## src/rtl/pipe_pkg.sv

```systemverilog
// Shared definitions for inter-stage pipeline registers: one-hot stage states, the RV32I NOP
// bubble and the packed entry width helper.
package pipe_pkg;

  typedef enum logic [2:0] {
    ST_EMPTY = 3'b001,
    ST_PIPE  = 3'b010,
    ST_FULL  = 3'b100
  } pipe_state_e;

  localparam logic [31:0] BUBBLE_NOP = 32'h0000_0013;

  localparam int unsigned HS_W = 1;

  // Head and skid store pc and data packed together, pc in the upper bits.
  function automatic int unsigned entry_width(input int unsigned pc_w, input int unsigned data_w);
    return pc_w + data_w;
  endfunction

endpackage

```

## src/rtl/pipe_entry_reg.sv

```systemverilog
// One pipeline entry (packed pc + data) with load enable and asynchronous active-high reset.
module pipe_entry_reg #(
  parameter int unsigned W = 64
) (
  input  logic         clk,
  input  logic         rst,
  input  logic         load,
  input  logic [W-1:0] d,
  output logic [W-1:0] q
);

  always_ff @(posedge clk or posedge rst) begin
    if (rst) begin
      q <= '0;
    end else if (load) begin
      q <= d;
    end
  end

endmodule

```

## src/rtl/pipe_stage_skid.sv

```systemverilog
// Inter-stage pipeline register with valid/allow_in handshake, hold, flush and optional skid entry.
// Define PIPE_STAGE_PERF_EN to add the stall_cnt / flush_cnt performance counters.
module pipe_stage_skid
  import pipe_pkg::*;
#(
  parameter int unsigned       PC_W   = 32,
  parameter int unsigned       DATA_W = 32,
  parameter int unsigned       DEPTH  = 2,
  parameter logic [DATA_W-1:0] BUBBLE = DATA_W'(BUBBLE_NOP)
) (
  input  logic              clk,
  input  logic              rst,
  input  logic              flush,
  input  logic              hold,
  input  logic              valid_prev,
  input  logic              ready_go_prev,
  input  logic [PC_W-1:0]   pc_prev,
  input  logic [DATA_W-1:0] data_prev,
  output logic              allow_in,
  input  logic              allow_in_next,
  output logic              out_valid,
  output logic              out_ready_go,
  output logic [PC_W-1:0]   out_pc,
  output logic [DATA_W-1:0] out_data
`ifdef PIPE_STAGE_PERF_EN
  ,
  output logic [31:0]       stall_cnt,
  output logic [31:0]       flush_cnt
`endif
);

  localparam int unsigned ENTRY_W = entry_width(PC_W, DATA_W);

  pipe_state_e        state_q;
  logic               st_empty;
  logic               st_pipe;
  logic               st_full;
  logic               acc;
  logic               com;
  logic               head_load;
  logic               skid_load;
  logic [ENTRY_W-1:0] in_entry;
  logic [ENTRY_W-1:0] head_d;
  logic [ENTRY_W-1:0] head_q;
  logic [ENTRY_W-1:0] skid_q;

  assign st_empty = (state_q == ST_EMPTY);
  assign st_pipe  = (state_q == ST_PIPE);
  assign st_full  = (state_q == ST_FULL);

  assign out_valid    = !st_empty;
  assign out_ready_go = !hold;
  assign com          = out_valid && !hold && allow_in_next;

  // With a skid entry allow_in depends on state only, which breaks the backward comb. path.
  if (DEPTH == 2) begin : g_allow_reg
    assign allow_in = !st_full;
  end else begin : g_allow_comb
    assign allow_in = st_empty || com;
  end

  assign acc      = valid_prev && ready_go_prev && allow_in && !flush;
  assign in_entry = {pc_prev, data_prev};

  // Head takes new data when it is (or becomes) free; in FULL it is refilled from the skid.
  assign head_load = !flush && ((st_empty && acc) || (st_pipe && acc && com) || (st_full && com));
  assign skid_load = (DEPTH == 2) && st_pipe && acc && !com;
  assign head_d    = st_full ? skid_q : in_entry;

  always_ff @(posedge clk or posedge rst) begin
    if (rst) begin
      state_q <= ST_EMPTY;
    end else if (flush) begin
      state_q <= ST_EMPTY;
    end else begin
      unique case (state_q)
        ST_EMPTY: begin
          if (acc) begin
            state_q <= ST_PIPE;
          end
        end
        ST_PIPE: begin
          if (acc && !com) begin
            state_q <= (DEPTH == 2) ? ST_FULL : ST_PIPE;
          end else if (!acc && com) begin
            state_q <= ST_EMPTY;
          end
        end
        ST_FULL: begin
          if (com) begin
            state_q <= ST_PIPE;
          end
        end
        default: state_q <= ST_EMPTY;
      endcase
    end
  end

  pipe_entry_reg #(
    .W (ENTRY_W)
  ) u_head (
    .clk  (clk),
    .rst  (rst),
    .load (head_load),
    .d    (head_d),
    .q    (head_q)
  );

  if (DEPTH == 2) begin : g_skid
    pipe_entry_reg #(
      .W (ENTRY_W)
    ) u_skid (
      .clk  (clk),
      .rst  (rst),
      .load (skid_load),
      .d    (in_entry),
      .q    (skid_q)
    );
  end else begin : g_no_skid
    assign skid_q = '0;
  end

  assign out_pc   = out_valid ? head_q[ENTRY_W-1 -: PC_W] : '0;
  assign out_data = out_valid ? head_q[DATA_W-1:0] : BUBBLE;

`ifdef PIPE_STAGE_PERF_EN
  logic [31:0] stall_cnt_q;
  logic [31:0] flush_cnt_q;

  always_ff @(posedge clk or posedge rst) begin
    if (rst) begin
      stall_cnt_q <= '0;
      flush_cnt_q <= '0;
    end else begin
      if (out_valid && !com && !flush) begin
        stall_cnt_q <= stall_cnt_q + 32'd1;
      end
      if (flush && !st_empty) begin
        flush_cnt_q <= flush_cnt_q + 32'd1;
      end
    end
  end

  assign stall_cnt = stall_cnt_q;
  assign flush_cnt = flush_cnt_q;
`endif

endmodule

```

## config.mk

```make
export PLATFORM = sky130hd
export DESIGN_NAME = pipe_stage_skid
export DESIGN_NICKNAME = d
export VERILOG_FILES = /design/src/rtl/pipe_pkg.sv /design/src/rtl/pipe_entry_reg.sv /design/src/rtl/pipe_stage_skid.sv
export SDC_FILE = /design/constraint.sdc
export NUM_CORES = 1
export LEC_CHECK = 0
export ABC_AREA = 1
export BUFFER_PORTS_ARGS = -buffer_cell sky130_fd_sc_hd__buf_2
export CAP_MARGIN = 10
export CORE_ASPECT_RATIO = 0.6
export CORE_MARGIN = 1.5
export CORE_UTILIZATION = 55
export CTS_CLUSTER_DIAMETER = 200
export DETAILED_ROUTE_END_ITERATION = 6
export HOLD_SLACK_MARGIN = 0.1
export PLACE_DENSITY = 0.83
export SLEW_MARGIN = 30
export SYNTH_ARGS = -nofsm -noshare
export SYNTH_HDL_FRONTEND = slang
export SYNTH_SLANG_ARGS = --single-unit
```

## constraint.sdc

```tcl
create_clock -name clk -period 5.6 [get_ports clk]
set_input_delay 0.28 -clock clk [delete_from_list [all_inputs] [get_ports clk]]
set_output_delay 0.28 -clock clk [all_outputs]
set_load 0.02 [all_outputs]
```

==> summary.md <==
| Metric | Value |
|---|---|
| Int Power | `2.78 mW` |
| Slew headroom | `41.1%` |
| Min Tclk post-route | `3250 ps` |
| Final setup vio count | `0` |
| Syn. warnings | `0` |
| CP arrival | `3540 ps` |
| Sw frac | `35.9%` |
| F_max | `308 MHz` |
| Largest net degree at the start of global routing | `82` |
| Yosys cell types | `23` |
| Longest Clk Path Bufs | `2` |
| Clk slew on worst S/H paths | `60 ps` |
| RSZ-0062 raised after global routing | `false` |
| Fin crit share | `58.0%` |
| CTS buffer count | `17` |
| Initial drt markers | `390` |
| H-Tree Depth | `4` |
| I/O Buffers | `137` |
| Final worst clock skew | `7.90 ps` |
| CP max stage cell | `nand2_4` |
| Most common cell on crit path | `nand2_1` |
| Core area | `11500 um^2` |
| Worst ir drop on vdd | `0.000272 V` |
| Drt pass-1 iters | `5` |
| Worst Slack Setup Final | `2350 ps` |
| Hold Crit Endpoint | `g_skid.u_skid.q[57]$_DFFE_PP0P_` |
| Static Leak | `4.83 nW` |
| Area of the die | `12700 um^2` |
| Worst-Margin Slew | `884 ps` |
| Top post-synthesis cells by area | `dfrtp_1 (49%), nand2_1 (17%), inv_1 (7.4%), o21ai_0 (5.9%), nand3_1 (3.9%)` |
| Flop pwr share | `36.1%` |
| Setup slack at placement | `2440 ps` |
| CP top delay family | `simple AND/OR/NAND/NOR gates` |
| Cell row count | `30` |
| Crit. End Element | `flip-flop` |
| # clock sinks | `131` |
| Initial antenna violation count | `0` |
| Combinational group share of total power | `32.8%` |
| HPWL Detailed | `9.15 mm` |
| Total wire length | `14.9 mm` |
| Worst Reg-to-Reg Cells | `8` |
| Placer Congestion | `0.773` |
| Mapped Cells | `870` |
| Register area share after synthesis | `49.5%` |
| Worst min path class | `primary input to flip-flop` |
| Worst EP required | `5890 ps` |
| Cell Chain, Critical Path | `nor2_1 > nand2_2 > buf_4 > nand2_1 > nand2_4 > nand2_4 > nand2_1 > nand2_1` |
| DR vias | `5754` |
| Hold Buf Count CTS | `1` |
| Initial core utilization | `57.5%` |
| Vias in the first global route | `5150` |
| Grt ovf | `0` |
| Final-stage net count | `1049` |
| Critical Path Max Stage Delay | `640 ps` |
| Setup TNS Final | `0 ps` |
| Share of cells above drive strength 1 | `21.4%` |
| Hold path cells | `3` |
| Overall power | `4.33 mW` |
| DRC | `0` |
| Clk Latency, worst-skew pair | `410 ps` |
| First-pass GRT wire length | `24.4 mm` |
| DIE HEIGHT | `88.0 um` |
| GRT Overall Usage | `25.1%` |
| Vias per cell | `5.00` |
| Pins over their slew limit | `0` |
| Syn Nets | `942` |
| Post-route ant nets | `0` |
| Startpoint of the worst hold path | `pc_prev[25]` |
| Startpoint Class | `flip-flop` |
| Clock power share | `31.2%` |
| Reg2reg start | `state_q[0]$_DFFE_PP1P_` |
| P per Cell Area | `546 nW/um^2` |
| CTS tree | `built` |
| CP max FO | `79` |
| Psw | `1.55 mW` |
| Post-CTS setup buffers | `0` |
| Post-Syn Area | `6630 um^2` |
| Reg2reg end | `u_head.q[37]$_DFFE_PP0P_` |
| Max-cap violations | `0` |
| Diodes inserted | `0` |
| Layout area overhead | `19.7%` |
| Status | `complete, no violations` |
| Post-synth top area share | `49.1%` |
| Final Hold Fails | `0` |
| Post-Syn Area per Cell | `7.62 um^2` |
| I/O pin count | `138` |
| Synth area leader | `dfrtp_1` |
| DR WL/cell | `13.0 um` |
| #FFs+latches synth | `131` |
| Die width | `145 um` |
| CTS root buf | `clkbuf_16` |
| Post-cts sizing count | `0` |
| WS Path Type | `flip-flop to flip-flop` |
| FF-to-FF setup slack | `2350 ps` |
| Buffers & Inverters on Critical Path | `1` |
[power groups by stage]
stage | Combinational (mW) | Sequential, mW | Clock (mW)
5_1_grt | 1.61 | 1.60 | 1.42
3_5_place_dp | 1.42 | 1.57 | 0
3_3_place_gp | 1.39 | 1.55 | 0
6_report | 1.42 | 1.56 | 1.35
2_1_floorplan | 1.04 | 1.51 | 0
4_1_cts | 1.44 | 1.56 | 1.36
[worst min-delay path, delay by kind of cell]
family / cells / cell delay (ps)
AOI/OAI and AO/OA: 1 / 90
buffers and inverters: 1 / 90
and+or+nand+nor: 1 / 40
[flip-flops by register name, summed over array words and instances (netlist names)]
register	count
g_skid.u_skid.q	64
state_q	3
u_head.q	64
[cells in the mapped netlist]
cell / number
buf_8: 4
dfstp_2: 1
nand2_1: 295
inv_2: 5
dfrtp_1: 130
clkbuf_1: 12
buf_12: 1
o21ai_1: 13
nor2_4: 1
buf_6: 9
buf_2: 27
nand2_4: 2
nand3_1: 51
nor2_1: 41
ha_1: 1
nand3_2: 21
or2_2: 3
o21ai_0: 78
a21oi_1: 38
inv_1: 131
nor2_2: 1
buf_4: 1
nand2_2: 4
[layout by cell type (no fill, tap or decap)]
cell	netlist	routed
o21ai_0	78	78
a21oi_1	38	38
dfrtp_1	130	130
clkinv_2	0	1
o21ai_1	13	13
nor2_2	1	1
nand3_1	51	50
buf_4	1	3
dfstp_2	1	1
nor2_4	1	1
clkbuf_1	12	1
inv_6	0	1
clkbuf_8	0	1
clkinvlp_4	0	1
clkinv_4	0	3
or2_2	3	3
inv_2	5	5
buf_2	27	137
clkbuf_16	0	17
nand3_2	21	21
nor2_1	41	41
nand2_2	4	3
inv_1	131	130
nand2_4	2	3
ha_1	1	1
dlygate4sd3_1	0	1
nand3_4	0	1
buf_6	9	1
nand2_1	295	295
bufinv_16	0	8
[worst max-delay path by stage]
| stage | startpoint | end | slack, ps | depth (start not counted) |
|---|---|---|---|---|
| finish | state_q[0]$_DFFE_PP1P_ | u_head.q[37]$_DFFE_PP0P_ | 2350 | 8 |
| global route | state_q[0]$_DFFE_PP1P_ | u_head.q[54]$_DFFE_PP0P_ | 2090 | 8 |
| global placement | state_q[0]$_DFFE_PP1P_ | u_head.q[3]$_DFFE_PP0P_ | 2540 | 8 |
| floorplan | rst | g_skid.u_skid.q[0]$_DFFE_PP0P_ | 1820 | 1 |
| CTS | state_q[0]$_DFFE_PP1P_ | u_head.q[37]$_DFFE_PP0P_ | 2370 | 8 |
| detailed placement | state_q[0]$_DFFE_PP1P_ | u_head.q[42]$_DFFE_PP0P_ | 2440 | 8 |
[metrics by stage]
step	hold slack [ps]	area, um^2	std cells	utilization [%]
6_report	126	7930	1150	68.8
5_1_grt	118	7930	1150	68.8
4_1_cts	116	7930	1150	68.8
3_5_place_dp	345	7200	1117	62.5
3_3_place_gp	336	7200	1117	62.5
2_1_floorplan	427	6630	870	-
[final cells by class]
class / count / area [um^2]
fillers: 1001 / 3590
flip-flops and latches: 131 / 3280
multi-input cells: 549 / 2490
repair buffers: 142 / 729
inverters: 136 / 515
clock buffers: 19 / 443
clock inverters: 13 / 279
well taps: 160 / 200
[per-layer routing]
layer | GRT usage [%] | share of wire, % | up-vias
met2 | 39.2 | 45 | 197
met4 | 5.69 | 0.80 | 0
met1 | 35.0 | 47 | 2669
met3 | 7.22 | 7.1 | 14
met5 | 0 | 0 | -
li1 | - | - | 2874
[logic make-up (layout without fill, tap and decap cells)]
group | after synthesis | count (layout) | share of synthesized area, %
simple gates | 419 | 419 | 27.3
buf+inv | 190 | 310 | 13.3
flops | 131 | 131 | 49.5
compound gates | 129 | 129 | 9.74
fa+ha+maj | 1 | 1 | 0.189
Power figures use the tool's default switching activity.
